===== src/rtl/pc_sequencer.sv =====
// Program-counter sequencer: selects next PC, runs the instruction-fetch
// handshake, handles stall/halt and keeps the retired-instruction counter.
module pc_sequencer #(
  parameter logic [31:0] RESET_VECTOR = 32'h0000_0000,
  parameter logic [31:0] TRAP_VECTOR  = 32'h0000_0100
) (
  input  logic        clk,
  input  logic        rst_n,
  output logic        imem_req,
  output logic [31:0] imem_addr,
  input  logic        imem_ready,
  input  logic        stall,
  input  logic        branch_taken,
  input  logic [31:0] branch_target,
  input  logic        jalr,
  input  logic [31:0] jalr_target,
  input  logic        halt,
  output logic [31:0] pc,
  output logic [31:0] pc_plus4,
  output logic        instr_valid,
  output logic        trap_pulse,
  output logic        halted,
  output logic [31:0] instret
);

  localparam logic [1:0] ST_BOOT   = 2'd0;
  localparam logic [1:0] ST_FETCH  = 2'd1;
  localparam logic [1:0] ST_HALTED = 2'd2;

  logic [1:0]  state_q, state_d;
  logic [31:0] pc_q, pc_d;
  logic [31:0] instret_q, instret_d;
  logic        trap_q, trap_d;

  logic        retire;
  logic        redirect;
  logic [31:0] target;
  logic [31:0] seq_pc;

  always_comb begin
    seq_pc   = pc_q + 32'd4;
    retire   = (state_q == ST_FETCH) && imem_ready && !stall;
    redirect = jalr || branch_taken;
    // JALR outranks a simultaneous taken branch; its bit 0 is always cleared.
    target   = jalr ? (jalr_target & ~32'h1) : branch_target;
  end

  always_comb begin
    state_d   = state_q;
    pc_d      = pc_q;
    instret_d = instret_q;
    trap_d    = 1'b0;
    case (state_q)
      ST_BOOT: state_d = ST_FETCH;
      ST_FETCH: begin
        if (retire) begin
          instret_d = instret_q + 32'd1;
          if (halt) begin
            state_d = ST_HALTED;
          end else if (redirect) begin
            if (target[1:0] != 2'b00) begin
              pc_d   = TRAP_VECTOR;
              trap_d = 1'b1;
            end else begin
              pc_d = target;
            end
          end else begin
            pc_d = seq_pc;
          end
        end
      end
      ST_HALTED: state_d = ST_HALTED;
      default:   state_d = ST_BOOT;
    endcase
  end

  always_ff @(posedge clk or negedge rst_n) begin
    if (!rst_n) begin
      state_q   <= ST_BOOT;
      pc_q      <= RESET_VECTOR;
      instret_q <= '0;
      trap_q    <= 1'b0;
    end else begin
      state_q   <= state_d;
      pc_q      <= pc_d;
      instret_q <= instret_d;
      trap_q    <= trap_d;
    end
  end

  assign pc          = pc_q;
  assign imem_addr   = pc_q;
  assign pc_plus4    = seq_pc;
  assign imem_req    = (state_q == ST_FETCH);
  assign halted      = (state_q == ST_HALTED);
  assign instr_valid = retire;
  assign trap_pulse  = trap_q;
  assign instret     = instret_q;

endmodule


===== config.mk =====
export PLATFORM = sky130hd
export DESIGN_NAME = pc_sequencer
export DESIGN_NICKNAME = d
export VERILOG_FILES = /design/src/rtl/pc_sequencer.sv
export SDC_FILE = /design/constraint.sdc
export NUM_CORES = 1
export LEC_CHECK = 0
export ABC_AREA = 1
export BUFFER_PORTS_ARGS = -buffer_cell sky130_fd_sc_hd__buf_2
export CAP_MARGIN = 20
export CORE_MARGIN = 2
export CORE_UTILIZATION = 49
export CTS_CLUSTER_DIAMETER = 50
export DETAILED_ROUTE_END_ITERATION = 16
export PLACE_DENSITY = 0.81
export RECOVER_POWER = 100
export SYNTH_ARGS = -nofsm -noshare
export SYNTH_HDL_FRONTEND = slang
export SYNTH_SLANG_ARGS = --single-unit

===== constraint.sdc =====
create_clock -name clk -period 1.9 [get_ports clk]
set_input_delay 0.475 -clock clk [delete_from_list [all_inputs] [get_ports clk]]
set_output_delay 0.475 -clock clk [all_outputs]
set_load 0.03 [all_outputs]

==> out/results.ini, run 1 <==
[logic_synthesis]
synthesis.nets=739
syn_inst=663
synth.top_cell.area_share_pct=33.9
synth.avg_cell_area_sq_um=7.46
ys_top_cells_by_area=dfrtp_1 34%, nand2_1 14%, nor2_1 6.1%
netlist_area_sq_um=4940
yosys_most_used_dff=dfrtp_1
async_reset_ff_share_pct=100
synth.yosys.seq_area_share_pct=33.9
synth_warnings=0
synthDistinctLibCells=36
yosysTopAreaCell=dfrtp_1
synth_edf_count=0
ys_seq_elements=67

[cts]
clockRootBuffer=clkbuf_8
clock-sinks=67
htree_levels=3
clk_pin_slew_worst_paths_ns=0.08
clockBufferDepth=2
insertion_delay_ns=0.35
cts_hold_buffers=0
cts_made_buffers=9
cts_tree=yes

[layout]
fill_cells=776
n_antenna_cell=0
syn_to_final_growth_pct=45.5
final_cell_area_sq_um=7190
final_core_util_pct=73.6
drive_gt1_share_pct=34.8
fin_nets=984
final_cell_count_no_fill=1046
multi_input_area_sq_um=3110
seqCellArea_sq_um=1680

[detailed_routing]
remaining_drc_errors=0
vias=5522
drtAntennaViolNets=0
post_drt_via_cell_ratio=5.28
drtIter0Drc=288
finalWirelength_microns=16300
drt_pass1_iterations=5
wl_per_cell_microns=15.6

[critical_path]
startpoint_type=flip-flop
worstSetupPathType=reg2out
cp_slowest_cell=dfrtp_2
crit_fanout=5
crit_chain=ha_4 -> nand2_4 -> nor2_4 -> nand2_4 -> nor2_8 -> buf_12 -> xor2_4 -> buf_6
reg2reg_slack_ns=-0.06
crit_path_end_kind=primary output
cpMostUsedCell=nand2_4
cp_slowest_stage_delay_ns=0.40
worstPathRequired_ns=1.42
arrival_ns=1.86

[sta]
period_minus_slack_ns=2.33
post-route-period-util_pct=123
worstMarginPinSlew_ns=1.58
fmax_mhz=429
finalMaxSlewViolations=68
grt_setup_unrepaired=true
hold_violations=0
whs_ns=0.497
max-slew-margin-rel_pct=-5.08
tns_ns=-9.45
setup-violations-final=34
setup_ws_ns=-0.431
skew_ns=0.0132

[power_and_ir_drop]
peakVddDrop_mv=0.842
fin_total_pwr_mw=10.5
switchingPower_mw=5.45
seqPwrFrac_pct=21.3
switching_share_pct=51.8
p_int_mw=5.07
power_density_nw_per_um2=1460
clkPwrFrac_pct=11.8
combPwrFrac_pct=66.9
p_leak_nw=3.48

[run_status]
status=complete, but fails checks
failed_checks=capacitance limit, slew limit, setup timing

[global_routing]
grt_pass1_wl_microns=25600
grt_usage_pct=28.9
grt_pass1_vias=5438
antenna_found_initial=0
gr-total-overflow=0
grt_max_degree=68

[floorplanning]
die_w_microns=104
die_h_microns=104
die_area_sq_um=10900
io_pins=203
core-area_sq_um=9770
num_rows=36
start_util_pct=50.6

[placed_design]
dpl-instance-area_sq_um=6560
dp_hpwl_microns=11400
pre_cts_slack_ns=-0.125
place.gp.congestion=0.932
placedCellCount=1005
portBuffers=201

[flow_run]
cap_violations=1

[min_path]
hp-class=in2reg

-- power groups by stage --
| stage | registers [mW] | logic (mW) | clock network, mW |
|---|---|---|---|
| final | 2.24 | 7.04 | 1.24 |
| after global routing | 2.28 | 7.40 | 1.31 |
| after CTS | 2.22 | 6.90 | 1.26 |
| after detailed placement | 2.22 | 6.18 | 0 |
| after global placement | 2.20 | 6.05 | 0 |
| after floorplan | 3.12 | 3.46 | 0 |
-- logic make-up after synthesis --
| kind of cell | Yosys count | share of synthesized area [%] |
|---|---|---|
| xor gates and xnor gates | 37 | 7.62 |
| adders and majority gates | 5 | 1.27 |
| DFF | 67 | 33.9 |
| buffers and inverters | 107 | 11.0 |
| and+or+nand+nor | 351 | 33.8 |
| AOI/OAI and AO/OA | 96 | 12.4 |
-- repair_timing --
item / 4_1_cts / 5_1_grt
gates resized for setup: 86 / 29
pin swaps: 31 / 33
setup buffers: 15 / 13
setup endpoints to repair: 31 / 35
gates cloned: 0 / 0
-- cells in the mapped netlist, types with 8 or more instances --
master / count
buf_2: 11
a22o_1: 28
xnor2_1: 9
dfrtp_1: 67
nor3_1: 8
xor2_1: 21
clkbuf_1: 9
a21oi_1: 51
nor2_1: 81
nand3b_1: 10
nand3_1: 20
nor2_4: 13
inv_1: 48
nand2_1: 181
buf_4: 34
-- cell usage in the layout, fill, tap and decap left out, drive strengths merged, types with 9 or more instances in the layout --
| cell type | count |
|---|---|
| nand2 | 194 |
| buf | 186 |
| clkbuf | 113 |
| nor2 | 103 |
| dfrtp | 67 |
| a21oi | 54 |
| inv | 52 |
| a22o | 28 |
| xor2 | 28 |
| nand3 | 21 |
| nand3b | 10 |
| nor3 | 9 |
| xnor2 | 9 |
-- sequential cells by signal, indices dropped and copies added, names as in the netlist --
| register | flops |
|---|---|
| imem_addr | 32 |
| state_q | 2 |
| trap_pulse | 1 |
| instret | 32 |
-- layer usage --
metal / routed length (microns) / global-route usage [%] / up-vias
li1: - / - / 2585
met4: 532 / 12.4 / 0
met5: 0 / 0 / -
met2: 8660 / 53.6 / 240
met3: 934 / 4.89 / 44
met1: 6210 / 32.3 / 2653
-- worst max-delay path: cells and delay by family (launching register included) --
kind / cells / cell delay (ns)
DFF: 1 / 0.40
and+or+nand+nor: 4 / 0.53
adders and majority gates: 1 / 0.15
xor gates and xnor gates: 1 / 0.16
buffers and inverters: 2 / 0.27
-- final timing paths --
kind | startpoint | endpoint | cells past startpoint
max | imem_addr[2] | pc_plus4[18] | 8
min | halt | state_q[1] | 4
max reg2reg | state_q[1] | instret[23] | 12
min reg2reg | instret[17] | instret[17] | 1
max in group asynchronous | rst_n | imem_addr[2] | 2
min in group asynchronous | rst_n | imem_addr[29] | 2
-- cell type report --
class	count	area share [%]
clock inverter	5	0.870
timing repair buffer	288	25.4
tap	133	2.31
inverter	53	2.85
sequential	67	23.4
multi-input combinational	489	43.2
clock buffer	11	1.97
Note: power is estimated with default switching activity, not from simulation.
==> run 2: changes to the inputs <==
--- a/config.mk
+++ b/config.mk
@@ -9,10 +9,10 @@
 export BUFFER_PORTS_ARGS = -buffer_cell sky130_fd_sc_hd__buf_2
 export CAP_MARGIN = 20
 export CORE_MARGIN = 2
-export CORE_UTILIZATION = 49
+export CORE_UTILIZATION = 53
 export CTS_CLUSTER_DIAMETER = 50
 export DETAILED_ROUTE_END_ITERATION = 16
-export PLACE_DENSITY = 0.81
+export PLACE_DENSITY = 0.87
 export RECOVER_POWER = 100
 export SYNTH_ARGS = -nofsm -noshare
 export SYNTH_HDL_FRONTEND = slang
==> constraint.sdc (replaced) <==
create_clock -name clk -period 2.9 [get_ports clk]
set_input_delay 0.725 -clock clk [delete_from_list [all_inputs] [get_ports clk]]
set_output_delay 0.725 -clock clk [all_outputs]
set_load 0.03 [all_outputs]
==> run 2 against run 1 <==
Against the previous run: the flow now finishes without violations; cell count shrank 9.7%; clock-buffer cell count is the same; critical path depth grew 1; total power shrank 48%; register-to-register slack gained 0.61 ns; combinational power shrank 58%; sequential share of layout area grew 5.5 points; cell area shrank 19%; first-iteration DRC count shrank 40%; die area shrank 7.3%; flip-flop and latch count is the same; critical path type unchanged; largest cell class unchanged.
==> out/results.ini, run 2 (same netlist as run 1, synthesis figures left out) <==
[global_routing]
antenna_found_initial=0  ; unchanged
grt_pass1_vias=4509  ; was 5,438
grt_max_degree=44  ; was 68
gr-total-overflow=0  ; unchanged
grt_pass1_wl_microns=21400  ; was 25,600 microns
grt_usage_pct=26.5  ; was 28.9%

[detailed_routing]
post_drt_via_cell_ratio=5.18  ; was 5.28
drtIter0Drc=172  ; was 288
remaining_drc_errors=0  ; unchanged
vias=4894  ; was 5,522
drt_pass1_iterations=5  ; unchanged
drtAntennaViolNets=0  ; unchanged
wl_per_cell_microns=14.2  ; was 15.6 microns
finalWirelength_microns=13400  ; was 16,300 microns

[run_status]
status=finished, final reports clean  ; was complete, but fails checks

[sta]
hold_violations=0  ; unchanged
finalMaxSlewViolations=0  ; was 68
max-slew-margin-rel_pct=5.39  ; was -5.08%
fmax_mhz=365
worstMarginPinSlew_ns=1.42  ; was 1.58 ns
period_minus_slack_ns=2.74
grt_setup_unrepaired=false  ; was true
skew_ns=0.0126  ; was 0.0132 ns
tns_ns=0  ; was -9.45 ns
setup-violations-final=0  ; was 34
post-route-period-util_pct=94.6

[layout]
n_antenna_cell=0  ; unchanged
final_cell_count_no_fill=945  ; was 1,046
drive_gt1_share_pct=19.1  ; was 34.8%
final_cell_area_sq_um=5810  ; was 7190 sq um
mostFrequentLayoutCells=182 x nand2_1, 112 x clkbuf_1, 86 x nor2_1, 76 x buf_2, 66 x dfrtp_1  ; was 150 x nand2_1, 102 x clkbuf_1, 76 x nor2_1, 75 x buf_2, 68 x buf_4
final_common_cell=nand2_1  ; unchanged
fin_nets=905  ; was 984
final_core_util_pct=63.5  ; was 73.6%
syn_to_final_growth_pct=17.6  ; was 45.5%

[critical_path]
crit_path_end_kind=primary output  ; unchanged
arrival_ns=2.02  ; was 1.86 ns
worstSetupPathType=reg2out  ; unchanged
crit_fanout=5  ; unchanged
worstPathRequired_ns=2.17  ; was 1.42 ns
startpoint_type=flip-flop  ; unchanged

[cts]
cts_tree=yes  ; unchanged
clockRootBuffer=clkbuf_8  ; unchanged
post_cts_buffers=0  ; was 15
insertion_delay_ns=0.34  ; was 0.35 ns
clockBufferDepth=2  ; unchanged
clock-sinks=67  ; unchanged
clk_pin_slew_worst_paths_ns=0.08  ; about the same
cts_made_buffers=9  ; unchanged
htree_levels=3  ; unchanged

[placed_design]
dpl-instance-area_sq_um=5830  ; was 6560 sq um
placedCellCount=929  ; was 1,005
dp_hpwl_microns=10200  ; was 11,400 microns
place.gp.congestion=0.927  ; was 0.932
portBuffers=201  ; unchanged

[min_path]
hp-class=reg2reg  ; was in2reg

[floorplanning]
num_rows=35  ; was 36
die_w_microns=101  ; was 104 microns
die_area_sq_um=10100  ; was 10,900 sq um
io_pins=203  ; unchanged
core-area_sq_um=9150  ; was 9770 sq um
die_h_microns=101  ; was 104 microns
start_util_pct=54.0  ; was 50.6%

[power_and_ir_drop]
fin_total_pwr_mw=5.42  ; was 10.5 mW
p_leak_nw=2.90  ; was 3.48 nW
power_density_nw_per_um2=932  ; was 1460 nW/um^2
peakVddDrop_mv=0.502  ; was 0.842 mV

[flow_run]
cap_violations=0  ; was 1

run 2: final timing paths:
path | slack, ns | start | end | cells after the start
max | 0.16 | imem_addr[2] | pc_plus4[22] | 9
min | 0.52 | instret[19] | instret[19] | 1
max reg2reg | 0.55 | state_q[1] | instret[23] | 11
min reg2reg | 0.52 | instret[19] | instret[19] | 1
max in group asynchronous | 0.43 | rst_n | instret[4] | 2
min in group asynchronous | 0.70 | rst_n | imem_addr[20] | 1
run 2: final cells by class:
cell class / count / area, sq um
tap: 111 / 139
timing repair buffer: 209 / 920
inverter: 53 / 199
multi-input combinational: 489 / 2680
clock inverter: 5 / 52.6
sequential: 67 / 1680
fill: 867 / 3340
clock buffer: 11 / 141
run 2: what timing repair did:
| item | 4_1_cts | 5_1_grt |
|---|---|---|
| setup endpoints to repair | 0 | 2 |
| gates resized for setup | 0 | 1 |
| hold buffers | 0 | 0 |
run 2: power breakdown:
part | switching [mW] | internal (mW) | total [mW]
clock | 0.378 | 0.417 | 0.795
combinational | 2.26 | 0.729 | 2.99
sequential | 0.458 | 1.18 | 1.63
run 2: stage by stage:
stage	hold slack, ns	setup WS [ns]
after floorplan	0.429	0.430
after global placement	0.495	0.464
after detailed placement	0.504	0.433
after CTS	0.399	0.124
after global routing	0.542	0.0284
final	0.520	0.157
run 2: worst max-delay path: stages (launching register included):
cell	delay [ns]
dfrtp_1	0.43
ha_1	0.23
nand2_2	0.09
nor2_4	0.14
nand2_4	0.14
nor2_8	0.17
nand2_1	0.06
nand2_1	0.07
and2_1	0.14
clkbuf_2	0.21
run 2: metal layers:
layer | up-vias | track usage [%] | wire length, microns
met5 | - | 0 | 0
met4 | 0 | 8.75 | 209
met2 | 194 | 47.0 | 6780
li1 | 2415 | - | -
met1 | 2268 | 32.8 | 5550
met3 | 17 | 4.16 | 869
==> run 3: changes to the inputs <==
--- a/config.mk
+++ b/config.mk
@@ -7,12 +7,10 @@
 export LEC_CHECK = 0
 export ABC_AREA = 1
 export BUFFER_PORTS_ARGS = -buffer_cell sky130_fd_sc_hd__buf_2
-export CAP_MARGIN = 20
 export CORE_MARGIN = 2
-export CORE_UTILIZATION = 53
+export CORE_UTILIZATION = 30
 export CTS_CLUSTER_DIAMETER = 50
 export DETAILED_ROUTE_END_ITERATION = 16
-export PLACE_DENSITY = 0.87
 export RECOVER_POWER = 100
 export SYNTH_ARGS = -nofsm -noshare
 export SYNTH_HDL_FRONTEND = slang
==> run 3 against run 2 <==
Against the previous run: the run now ends with capacitance limit, slew limit left; global-route usage is 8.8 points lower; fmax hardly changed; highest routed layer is now met5; clock power is 46% higher; clock skew is 0.0097 ns lower; largest cell class unchanged; worst hold slack hardly changed; critical endpoint is now pc_plus4[24]; cell area is 4.7% higher; clock-buffer cell count stayed put.
==> out/results.ini, run 3 (same netlist as run 1, synthesis figures left out) <==
[floorplanning]
io_pins=203  ; unchanged
start_util_pct=30.9  ; was 54.0%
core-area_sq_um=16000  ; was 9150 sq um
die_w_microns=132  ; was 101 microns
num_rows=46  ; was 35
die_area_sq_um=17500  ; was 10,100 sq um
die_h_microns=132  ; was 101 microns

[critical_path]
cp_slowest_cell=dfrtp_1  ; unchanged
reg2reg_to=instret[23]  ; unchanged
crit_chain=ha_1 -> nand2_2 -> nor2_4 -> nand2_4 -> nor2_4 -> nand3_1 -> and2_1 -> buf_2  ; was ha_1 -> nand2_2 -> nor2_4 -> nand2_4 -> nor2_8 -> nand2_1 -> nand2_1 -> and2_1 -> clkbuf_2
cp_top_family=simple AND/OR/NAND/NOR gates  ; unchanged
crit_fanout=5  ; unchanged
cp_slowest_stage_delay_ns=0.41  ; was 0.43 ns
r2r-start=state_q[1]  ; unchanged
reg2reg_slack_ns=0.46  ; was 0.55 ns
startpoint_type=flip-flop  ; unchanged
arrival_ns=2.02  ; about the same
crit_path_end_kind=primary output  ; unchanged
r2r_cells=11  ; unchanged
cp.buffers_inverters=1  ; unchanged
cpMostUsedCell=nor2_4  ; was nand2_1
worstPathRequired_ns=2.17  ; about the same
cp.depth=8  ; was 9
worstSetupPathType=reg2out  ; unchanged

[run_status]
failed_checks=capacitance limit, slew limit
status=complete, but fails checks  ; was finished, final reports clean

[detailed_routing]
drtAntennaViolNets=0  ; unchanged
remaining_drc_errors=0  ; unchanged
drtIter0Drc=162  ; was 172
post_drt_via_cell_ratio=4.55  ; was 5.18
wl_per_cell_microns=14.5  ; was 14.2 microns
vias=4781  ; was 4,894
drt_pass1_iterations=5  ; unchanged
finalWirelength_microns=15300  ; was 13,400 microns

[cts]
clk_pin_slew_worst_paths_ns=0.06  ; was 0.08 ns
clock-sinks=67  ; unchanged
cts_made_buffers=9  ; unchanged
cts_tree=yes  ; unchanged
post_cts_buffers=0  ; unchanged
htree_levels=3  ; unchanged
cts_hold_buffers=0  ; unchanged
post_cts_resized=0  ; unchanged
clockBufferDepth=2  ; unchanged
insertion_delay_ns=0.34  ; about the same
clockRootBuffer=clkbuf_16  ; was clkbuf_8

[sta]
tns_ns=0  ; unchanged
setup_ws_ns=0.156  ; was 0.157 ns
max-slew-margin-rel_pct=-10.4  ; was 5.39%
grt_setup_unrepaired=false  ; unchanged
fmax_mhz=364  ; was 365 MHz
worstMarginPinSlew_ns=1.66  ; was 1.42 ns
whs_ns=0.521  ; was 0.520 ns
setup-violations-final=0  ; unchanged
period_minus_slack_ns=2.74  ; about the same
post-route-period-util_pct=94.6  ; about the same
finalMaxSlewViolations=25  ; was 0
skew_ns=0.00297  ; was 0.0126 ns
hold_violations=0  ; unchanged

[global_routing]
antenna_found_initial=1  ; was 0
grt_max_degree=44  ; unchanged
gr-total-overflow=0  ; unchanged
grt_pass1_vias=4780  ; was 4,509
grt_usage_pct=17.7  ; was 26.5%
grt_pass1_wl_microns=24600  ; was 21,400 microns

[layout]
final_cell_area_sq_um=6080  ; was 5810 sq um
final_core_util_pct=38.0  ; was 63.5%
fill_cells=1787  ; was 867
multi_input_area_sq_um=2690  ; was 2680 sq um
fin_nets=906  ; was 905
n_antenna_cell=0  ; unchanged
mostFrequentLayoutCells=182 x nand2_1, 111 x clkbuf_1, 85 x nor2_1, 74 x buf_2, 67 x dfrtp_1  ; was 182 x nand2_1, 112 x clkbuf_1, 86 x nor2_1, 76 x buf_2, 66 x dfrtp_1
drive_gt1_share_pct=19.3  ; was 19.1%
syn_to_final_growth_pct=23.1  ; was 17.6%
final_common_cell=nand2_1  ; unchanged
seqCellArea_sq_um=1680  ; about the same

[min_path]
hold_end=instret[10]  ; was instret[19]
worstHoldStart=instret[10]  ; was instret[19]
whs_path_depth=1  ; unchanged
hp-class=reg2reg  ; unchanged

[flow_run]
cap_violations=1  ; was 0

[placed_design]
pre_cts_slack_ns=0.415  ; was 0.433 ns
dpl-instance-area_sq_um=5970  ; was 5830 sq um
place.gp.congestion=0.880  ; was 0.927
dp_hpwl_microns=11600  ; was 10,200 microns
portBuffers=201  ; unchanged

[power_and_ir_drop]
power_density_nw_per_um2=955  ; was 932 nW/um^2
peakVddDrop_mv=0.415  ; was 0.502 mV
p_leak_nw=2.97  ; was 2.90 nW

-- run 3: final cells by class --
type,count,area share (%)
multi-input cells,489,44.1
flip-flops and latches,67,27.6
repair buffers,210,15.4
well taps,216,4.44
clock buffers,11,4.15
inverters,53,3.27
clock inverters,5,0.987
-- run 3: metal layers --
| layer | track usage, % | up-vias | wire length (microns) |
|---|---|---|---|
| met5 | 0 | - | 13 |
| met2 | 31.4 | 159 | 7500 |
| li1 | - | 2439 | - |
| met1 | 21.0 | 2160 | 6580 |
| met4 | 5.26 | 2 | 270 |
| met3 | 4.42 | 21 | 908 |
-- run 3: stage by stage --
step           instances  power [mW]
5_1_grt             1051        6.17
3_3_place_gp        1035        4.79
4_1_cts             1051        6.01
2_1_floorplan        663        4.09
3_5_place_dp        1035        4.82
6_report            1051        5.81
-- run 3: where the power goes --
part | switching [mW] | total [mW] | internal, mW
combinational | 2.28 | 3.01 | 0.732
clock | 0.440 | 1.16 | 0.715
sequential | 0.470 | 1.65 | 1.18
total | 3.19 | 5.81 | 2.62
-- run 3: how the worst max path moves through the flow --
| stage | startpoint | to | slack [ns] |
|---|---|---|---|
| floorplan | imem_addr[2] | pc_plus4[7] | 0.43 |
| global placement | stall | imem_addr[2] | 0.46 |
| detailed placement | stall | imem_addr[31] | 0.41 |
| CTS | imem_addr[3] | pc_plus4[24] | 0.11 |
| global route | imem_addr[3] | pc_plus4[24] | 0.002 |
| finish | imem_addr[3] | pc_plus4[24] | 0.16 |
